### config.mk
export PLATFORM = sky130hd
export DESIGN_NAME = mem_mapped_io_sw
export DESIGN_NICKNAME = d
export VERILOG_FILES = /design/src/rtl/mem_mapped_io_sw.sv
export SDC_FILE = /design/constraint.sdc
export NUM_CORES = 1
export LEC_CHECK = 0
export CORE_MARGIN = 1
export CORE_UTILIZATION = 35
export DETAILED_ROUTE_END_ITERATION = 12
export GPL_ROUTABILITY_DRIVEN = 0
export PLACE_DENSITY = 0.56
export SLEW_MARGIN = 40
export SYNTH_ARGS = -nofsm -noshare
export SYNTH_HDL_FRONTEND = slang
export SYNTH_SLANG_ARGS = --single-unit
### constraint.sdc
create_clock -name clk -period 3.37 [get_ports clk]
set_input_delay 0.337 -clock clk [delete_from_list [all_inputs] [get_ports clk]]
set_output_delay 0.337 -clock clk [all_outputs]
set_load 0.005 [all_outputs]
### src/rtl/mem_mapped_io_sw.sv
// Memory-mapped slide-switch input port: synchronizes and debounces SW[7:0],
// latches per-bit change flags, and serves both over the CPU read bus.
module mem_mapped_io_sw #(
   parameter logic [8:0] SW_ADDR   = 9'h140,
   parameter int         DB_CYCLES = 50000,
   parameter int         CNT_W     = 16
) (
   input  logic       clk,
   input  logic       reset,
   input  logic [7:0] SW,
   input  logic [8:0] mem_addr,
   input  logic [1:0] mem_cmd,
   input  logic [7:0] write_data,
   output logic [7:0] read_data,
   output logic       rd_drive
);

   localparam logic [CNT_W-1:0] CNT_MAX  = CNT_W'(DB_CYCLES - 1);
   localparam logic [8:0]       CHG_ADDR = SW_ADDR + 9'd1;

   logic [7:0]       r_s1;
   logic [7:0]       r_s2;
   logic [7:0]       r_db;
   logic [7:0]       r_chg;
   logic [CNT_W-1:0] r_cnt [8];

   logic             w_selData;
   logic             w_selChg;
   logic             w_wrChg;
   logic [7:0]       w_setMask;
   logic [7:0]       w_clrMask;

   always_ff @(posedge clk) begin
      if (reset) begin
         r_s1 <= 8'h00;
         r_s2 <= 8'h00;
      end else begin
         r_s1 <= SW;
         r_s2 <= r_s1;
      end
   end

   // A bit is accepted on the edge where it has disagreed with db for DB_CYCLES edges in a row.
   always_comb begin
      w_setMask = 8'h00;
      for (int i = 0; i < 8; i++) begin
         w_setMask[i] = (r_s2[i] != r_db[i]) && (r_cnt[i] == CNT_MAX);
      end
   end

   always_ff @(posedge clk) begin
      if (reset) begin
         r_db <= 8'h00;
         for (int i = 0; i < 8; i++) begin
            r_cnt[i] <= '0;
         end
      end else begin
         for (int i = 0; i < 8; i++) begin
            if (r_s2[i] == r_db[i]) begin
               r_cnt[i] <= '0;
            end else if (r_cnt[i] == CNT_MAX) begin
               r_db[i]  <= r_s2[i];
               r_cnt[i] <= '0;
            end else begin
               r_cnt[i] <= r_cnt[i] + CNT_W'(1);
            end
         end
      end
   end

   always_comb begin
      w_selData = (mem_cmd == 2'b00) && (mem_addr == SW_ADDR);
      w_selChg  = (mem_cmd == 2'b00) && (mem_addr == CHG_ADDR);
      w_wrChg   = (mem_cmd == 2'b01) && (mem_addr == CHG_ADDR);
      rd_drive  = w_selData | w_selChg;
      if (w_selData) begin
         read_data = r_db;
      end else if (w_selChg) begin
         read_data = r_chg;
      end else begin
         read_data = 8'h00;
      end
   end

   // Clear-on-read drops exactly what the CPU saw; a same-edge set still wins.
   always_comb begin
      w_clrMask = 8'h00;
      if (w_selChg) begin
         w_clrMask = r_chg;
      end else if (w_wrChg) begin
         w_clrMask = write_data;
      end
   end

   always_ff @(posedge clk) begin
      if (reset) begin
         r_chg <= 8'h00;
      end else begin
         r_chg <= (r_chg & ~w_clrMask) | w_setMask;
      end
   end

endmodule

==> flow_summary.ini, run 1 <==
[run_status]
outcome = finished, final reports clean

[route]
ant_nets = 0
drt_iter0_drc = 228
wire_per_inst_um = 11.91
drt_drc_violations_left = 0
drt_first_pass_iters = 4
via_per_inst = 4.464
vias = 5750
drt-total-wl_mm = 15.34

[logic_synthesis]
synth_area_leaders = edfxtp_1 (47%), xnor2_1 (10%), dfxtp_1 (7.8%), nor2_1 (7.2%), nand4_1 (2.6%)
ys_ff_latch = 160
synth_ff_type = edfxtp_1
synth_warnings = 0
synth_edf_count = 128
synth_top_area_share_pct = 46.95
seq_area_frac_synth_pct = 54.78
ys_types = 45
synth_cells = 788
synth_top_area_cell = edfxtp_1
async_flop_share_pct = 0
yosys-top-cells-count = nor2_1 (156), edfxtp_1 (128), xnor2_1 (94), nand2_1 (45), nand3_1 (41)
yosys.cell_count.top_type = nor2_1
netlist_area_um2 = 8187
avgSynthCellArea_um2 = 10.39

[pwr]
ir_drop_uv = 319.2
clockPowerShare_pct = 44.0
seq_power_share_pct = 51.3
p_int_mw = 3.422
p_comb_share_pct = 4.7
p_sw_share_pct = 23.30
p_leak_nw = 3.458
switchingPower_mw = 1.040
powerDensity_nw_per_um2 = 446.3

[placed_design]
hpwl_mm = 11.08
dp.cells = 1255
place_area_um2 = 9400
portBuffers = 37

[sta]
hold_viol_final = 0
setup_viol = 0
tightest_slew_ns = 0.6711
slew_viol_final = 0
setup-tns-final_ns = 0
fin_crit_sh_pct = 76.25
finalCriticalPeriod_ns = 2.570
slew_headroom_pct = 54.84
rsz0062_at_grt = no
skew_ns = 0.01386
fmax_ghz = 0.3892

[worst_setup_path]
cp_data_required_time_ns = 3.03
startpoint = mem_addr[3]
critPathCaptureType = output port
rr_startpoint = r_cnt[0][52]$_SDFFCE_PN0P_
worstSetupStartpointType = input pin
crit_fanout = 9
cp.arrival_ns = 2.23
r2r_cells = 4
crit_type = input pin to output port

[global_route]
grt_max_degree = 28
track_usage_pct = 13.90
grt_pass1_vias = 5491
antenna_found_initial = 1
grt_pass1_wl_mm = 26.39
overflow = 0

[clock_tree]
cts_root_buf = clkbuf_16
htree_levels = 4
cts.sinks = 160
cts_tree = built
clkSlewWorstSetupHoldPaths_ns = 0.06
cts_buffer_depth = 2
cts_buffers = 17
postCtsResizedCells = 0
cts_setup_buffers = 0
cts_hold_buf = 0
insertion_delay_ns = 0.43

[finish]
fill_cells = 2269
register_area_um2 = 4484
area_growth_pct = 22.13
postLayoutCellArea_um2 = 9998
fin_nets = 998
stdcell_count = 1288
multi_input_area_um2 = 3966
drive_above_1_share_pct = 4.723

[floorplan]
die_x_um = 154.9
io-pin-count = 38
start_util_pct = 35.94
dieArea_um2 = 24010
std_cell_rows = 55
die_y_um = 154.9
core_um2 = 22780

[run]
drv_cap = 0

[hold_path]
hp-start = r_s1[2]$_SDFF_PP0_
holdPathStages = 1
hold_path.class = flip-flop to flip-flop
cells in the final DEF (no fill, tap or decap), types with 3 or more instances in the layout:
cell	count
nand4b_1	3
o22ai_1	3
or3_1	5
dfxtp_1	32
nand4_1	34
buf_4	6
clkdlybuf4s50_1	37
conb_1	128
inv_1	38
or4bb_1	3
nand2_1	45
nor4bb_1	6
a21oi_1	14
nand3_1	41
nor4b_1	4
xnor2_1	94
o21ai_0	6
clkbuf_16	17
nor3_1	28
mux2i_1	13
and3_1	4
xor2_1	22
nor4_1	34
ha_1	8
or4_1	9
edfxtp_1	128
nor2b_1	20
inv_6	7
nor2_1	156
cells by family after synthesis:
logic type                 synth area share [%]
and+or+nand+nor                           24.79
xor gates and xnor gates                  12.41
adders and majority gates                 1.223
other                                   0.04581
buffers and inverters                     2.598
AOI/OAI and AO/OA                         2.568
muxes                                     1.589
DFF                                       54.78
layout make-up:
cell class | count | area share (%)
diodes | 1 | 0.02503
clock buffers | 17 | 4.255
clock inverters | 15 | 1.702
inverters | 38 | 1.427
multi-input cells | 701 | 39.67
flip-flops and latches | 160 | 44.85
well taps | 313 | 3.917
repair buffers | 43 | 4.155
final timing paths:
path | endpoint | slack (ns)
max | read_data[3] | 0.80
min | r_s2[2]$_SDFF_PP0_ | 0.43
min reg2reg | r_s2[2]$_SDFF_PP0_ | 0.43
max reg2reg | r_cnt[0][58]$_SDFFCE_PN0P_ | 0.90
sequential cells by signal, indices dropped and copies added (netlist names):
register / flops
r_s1: 8
r_cnt: 128
r_chg: 8
r_db: 8
r_s2: 8
power by group through the flow:
stage | logic, mW | clock network (mW) | registers, mW
4_1_cts | 0.210 | 2.02 | 2.29
5_1_grt | 0.241 | 2.10 | 2.30
2_1_floorplan | 0.149 | 0 | 2.31
6_report | 0.211 | 1.96 | 2.29
3_5_place_dp | 0.209 | 0 | 2.33
3_3_place_gp | 0.208 | 0 | 2.33
worst max-delay path: stages:
cell,delay [ns]
clkdlybuf4s50_1,0.40
nor4_1,0.40
nand4b_1,0.14
buf_4,0.21
nor2_1,0.20
clkdlybuf4s50_1,0.54
stage by stage:
step	utilization [%]	power [mW]	worst slack (ns)	hold WS, ns
after global placement	41.27	2.536	0.7338	0.4153
after CTS	43.88	4.515	0.7287	0.4394
after global routing	43.88	4.644	0.5649	0.4504
final	43.89	4.462	0.8005	0.4342
after detailed placement	41.27	2.539	0.7320	0.4247
after floorplan	-	2.457	1.248	0.4138
per-layer routing:
layer  wire [um]  global-route usage [%]  share of wire, %  vias to the layer above
met5           0                       0                 0                        -
met4         316                   6.365               2.1                        0
met3         403                   3.231               2.6                       22
met2        6801                   21.32                44                       66
met1        7822                   18.61                51                     2619
li1            -                       -                 -                     3043
(Power assumes the default switching activity.)
==> inputs of run 2 (changes only) <==
Clock period 3.37 ns to 2.6 ns, I/O delays scaled along.
==> flow_summary.ini, run 2 (synthesized netlist as in run 1, its figures left out) <==
[floorplan]
die_x_um = 154.9
core_um2 = 22780
die_y_um = 154.9
dieArea_um2 = 24010
std_cell_rows = 55
start_util_pct = 35.94
io-pin-count = 38

[finish]
fill_cells = 2198
n_antenna_cell = 0
largest_reg_flops = 128
final_common_cell = nor2_1
fin_util_pct = 43.99
layout_common_cells = nor2_1 (156), edfxtp_1 (128), conb_1 (128), xnor2_1 (94), nand2_1 (45)
top_register = r_cnt
drive_above_1_share_pct = 5.102
area_growth_pct = 22.41
fin_nets = 1004

[worst_setup_path]
crit_type = input pin to output port
cpMaxStageDelayCell = clkdlybuf4s50_1
max_stage_delay_ns = 0.52
rrSetupSlack_ns = 0.29
cp_cell_sequence = clkdlybuf4s50_1 > nor4_1 > nand4b_1 > buf_4 > buf_4 > nor2_1 > clkdlybuf4s50_1
crit_fanout = 4
critPathCaptureType = output port
rr_startpoint = r_cnt[1][23]$_SDFFCE_PN0P_
regToRegEndpoint = r_cnt[1][29]$_SDFFCE_PN0P_
worstSetupStartpointType = input pin
cp_data_required_time_ns = 2.34
cp.arrival_ns = 2.15
r2r_cells = 4

[route]
ant_nets = 0
drt_drc_violations_left = 0
drt_first_pass_iters = 6
via_per_inst = 4.431
vias = 5729
drt_iter0_drc = 282
wire_per_inst_um = 11.82
drt-total-wl_mm = 15.28

[clock_tree]
cts_buffers = 17
clkSlewWorstSetupHoldPaths_ns = 0.06
cts_hold_buf = 0
insertion_delay_ns = 0.42
cts_tree = built
cts.sinks = 160
htree_levels = 4
cts_buffer_depth = 2
cts_root_buf = clkbuf_16

[run_status]
outcome = finished, final reports clean

[placed_design]
hpwl_mm = 11.18
portBuffers = 37

[global_route]
grt_pass1_vias = 5554
grt_max_degree = 28
overflow = 0
track_usage_pct = 13.55
grt_pass1_wl_mm = 25.84
antenna_found_initial = 0

[hold_path]
hold_path_end = r_s1[7]$_SDFF_PP0_
hold_path.class = input pin to flip-flop
hp-start = SW[7]
holdPathStages = 2

[pwr]
p_comb_share_pct = 4.9
switchingPower_mw = 1.303
ir_drop_uv = 471.2
p_int_mw = 4.329
p_leak_nw = 3.464
clockPowerShare_pct = 42.5
p_sw_share_pct = 23.14
powerDensity_nw_per_um2 = 562.0
seq_power_share_pct = 52.6

[sta]
fin_crit_sh_pct = 92.55
fmax_ghz = 0.4156
slew_headroom_pct = 52.77
setup-tns-final_ns = 0
rsz0062_at_grt = no
hold_viol_final = 0
slew_viol_final = 0
finalCriticalPeriod_ns = 2.406
skew_ns = 0.01113
tightest_slew_ns = 0.7077
setup_viol = 0

[run]
drv_cap = 0
[run 2: repair_timing]
| action | 4_1_cts | 5_1_grt |
|---|---|---|
| setup endpoints to repair | 7 | 0 |
| buffers inserted | 2 | 0 |
| endpoints found under the hold margin | 0 | 0 |
| resized for setup | 0 | 0 |
[run 2: worst max path at each step]
stage                     cells after the start                        from                         end
after floorplan                               5  r_cnt[1][23]$_SDFFCE_PN0P_  r_cnt[1][27]$_SDFFCE_PN0P_
after global placement                        5                 mem_addr[3]                read_data[0]
after detailed placement                      5                 mem_addr[3]                read_data[0]
after CTS                                     6                 mem_addr[3]                read_data[0]
after global routing                          7                 mem_addr[3]                read_data[5]
final                                         7                 mem_addr[3]                read_data[1]
[run 2: power groups by stage]
stage,Sequential [mW],Combinational [mW],Clock (mW)
after CTS,2.96,0.274,2.47
after global routing,2.98,0.313,2.58
after global placement,3.02,0.270,0
after floorplan,2.99,0.193,0
final,2.96,0.274,2.39
after detailed placement,3.02,0.271,0
[run 2: worst max-delay path: cells and delay by family]
kind | cells | cell delay [ns]
AND/OR/NAND/NOR | 3 | 0.63
buffers and inverters | 4 | 1.25
[run 2: layout make-up]
cell class | count | area [um^2] | share of cell area (%)
clock buffer | 18 | 429.2 | 4.283
sequential | 160 | 4484 | 44.75
timing repair buffer | 49 | 473.0 | 4.720
tap | 313 | 391.6 | 3.908
multi-input combinational | 701 | 3966 | 39.58
clock inverter | 14 | 133.9 | 1.336
inverter | 38 | 142.6 | 1.423
[run 2: metal layers]
layer  track usage, %  vias to the layer above  part of all wire, %
li1                 -                     3049                    -
met1            17.51                     2615                   49
met2            22.46                       52                   47
met3            3.120                       13                  3.2
met4            4.290                        0                 0.96
met5                0                        -                    0
[run 2: stage by stage]
stage          area (um^2)  worst slack (ns)  std cells  power, mW  hold slack, ns
6_report             10020            0.1938       1293      5.632          0.3962
4_1_cts              10020            0.1777       1293      5.712          0.3778
3_3_place_gp          9443           -0.1101       1259      3.287          0.4153
5_1_grt              10020           0.07460       1293      5.869          0.3914
3_5_place_dp          9443           -0.1053       1259      3.292          0.4220
2_1_floorplan         8663            0.4777        915      3.185          0.3882
==> inputs of run 3 (changes only) <==
Settings changed: SETUP_SLACK_MARGIN set to 0.5, SLEW_MARGIN 40 to 30.
==> flow_summary.ini, run 3 (synthesized netlist as in run 1, its figures left out) <==
[run_status]
outcome = finished, final reports clean

[floorplan]
start_util_pct = 35.94
io-pin-count = 38
die_x_um = 154.9
dieArea_um2 = 24010
std_cell_rows = 55
die_y_um = 154.9
core_um2 = 22780

[sta]
slew_headroom_pct = 59.85
hold_viol_final = 0
tightest_slew_ns = 0.5938
setup_viol = 0
slew_viol_final = 0
fmax_ghz = 0.4839
rsz0062_at_grt = yes
fin_crit_sh_pct = 79.49
finalCriticalPeriod_ns = 2.067
setup-tns-final_ns = 0
skew_ns = 0.01025

[finish]
fill_cells = 2214
fin_nets = 1028
top_register = r_cnt
final_common_cell = nor2_1
area_growth_pct = 27.31
largest_reg_flops = 128
postLayoutCellArea_um2 = 10420
n_antenna_cell = 0
fin_util_pct = 45.76
drive_above_1_share_pct = 9.661
layout_common_cells = nor2_1 (146), edfxtp_1 (128), conb_1 (128), xnor2_1 (94), nand2_1 (45)

[clock_tree]
cts_buffer_depth = 2
cts_buffers = 17
htree_levels = 4
cts_tree = built
cts_root_buf = clkbuf_16
clkSlewWorstSetupHoldPaths_ns = 0.06
cts.sinks = 160
cts_hold_buf = 0
insertion_delay_ns = 0.42

[worst_setup_path]
rr_startpoint = r_cnt[1][23]$_SDFFCE_PN0P_
crit_type = flip-flop to flip-flop
crit_fanout = 7
regToRegEndpoint = r_cnt[1][25]$_SDFFCE_PN0P_
critPathCaptureType = flip-flop
cp.arrival_ns = 2.23
rrSetupSlack_ns = 0.53
cp_data_required_time_ns = 2.77
worstSetupStartpointType = flip-flop
r2r_cells = 5

[route]
drt_iter0_drc = 308
drt_drc_violations_left = 0
via_per_inst = 4.504
wire_per_inst_um = 12.07
vias = 5932
drt-total-wl_mm = 15.89
ant_nets = 0
drt_first_pass_iters = 5

[hold_path]
hp-start = SW[1]
hold_path_end = r_s1[1]$_SDFF_PP0_
hold_path.class = input pin to flip-flop
holdPathStages = 2

[placed_design]
portBuffers = 37
place_area_um2 = 9465
hpwl_mm = 10.89

[pwr]
powerDensity_nw_per_um2 = 561.6
ir_drop_uv = 402.7
p_leak_nw = 3.748

[global_route]
overflow = 0
grt_max_degree = 26
grt_pass1_vias = 5619
antenna_found_initial = 0
track_usage_pct = 13.95
grt_pass1_wl_mm = 26.57

[run]
drv_cap = 0
run 3: layout make-up:
cell class / instances / area [um^2] / share of cell area (%)
multi-input combinational: 703 / 4118 / 39.51
timing repair buffer: 71 / 660.6 / 6.339
clock inverter: 6 / 62.56 / 0.6002
clock buffer: 26 / 563.0 / 5.402
tap: 313 / 391.6 / 3.758
sequential: 160 / 4484 / 43.03
inverter: 38 / 142.6 / 1.369
run 3: critical path, stage by stage (launching register included):
cell and delay (ns):
edfxtp_1 0.39, or4_1 0.52, or4_4 0.53, o21ai_4 0.17
buf_6 0.16, nor2_1 0.05
run 3: per-layer routing:
| layer | share of wire (%) | track usage [%] | up-vias |
|---|---|---|---|
| met4 | 1.5 | 4.950 | 0 |
| li1 | - | - | 3093 |
| met5 | 0 | 0 | - |
| met1 | 51 | 18.54 | 2751 |
| met2 | 45 | 22.61 | 70 |
| met3 | 2.5 | 2.758 | 18 |
run 3: how the worst max path moves through the flow:
stage / start / endpoint / slack [ns]
6_report: r_cnt[1][23]$_SDFFCE_PN0P_ / r_cnt[1][25]$_SDFFCE_PN0P_ / 0.53
5_1_grt: r_cnt[0][48]$_SDFFCE_PN0P_ / r_cnt[0][60]$_SDFFCE_PN0P_ / 0.46
4_1_cts: mem_addr[5] / read_data[0] / 0.33
3_5_place_dp: mem_addr[2] / read_data[0] / 0.12
3_3_place_gp: mem_addr[3] / read_data[0] / 0.13
2_1_floorplan: r_cnt[1][23]$_SDFFCE_PN0P_ / r_cnt[1][27]$_SDFFCE_PN0P_ / 0.50
run 3: report_power, final:
part / internal [mW] / switching, mW
registers: 2.86 / 0.101
logic: 0.148 / 0.160
clock network: 1.59 / 0.988
total: 4.60 / 1.25
run 3: through the flow:
step,hold slack (ns),power (mW),worst slack [ns],cells
after CTS,0.3618,5.913,0.3314,1306
after detailed placement,0.4223,3.293,0.1154,1262
after global routing,0.3792,6.073,0.4616,1317
final,0.3896,5.853,0.5332,1317
after floorplan,0.3882,3.185,0.4994,915
after global placement,0.4176,3.291,0.1293,1262
run 3: timing repair:
item                       in CTS  in global routing
cloned                          3                  0
setup endpoints to repair      70                102
resized for setup              37                 20
setup buffers                   9                 11
pin swaps                       7                  4
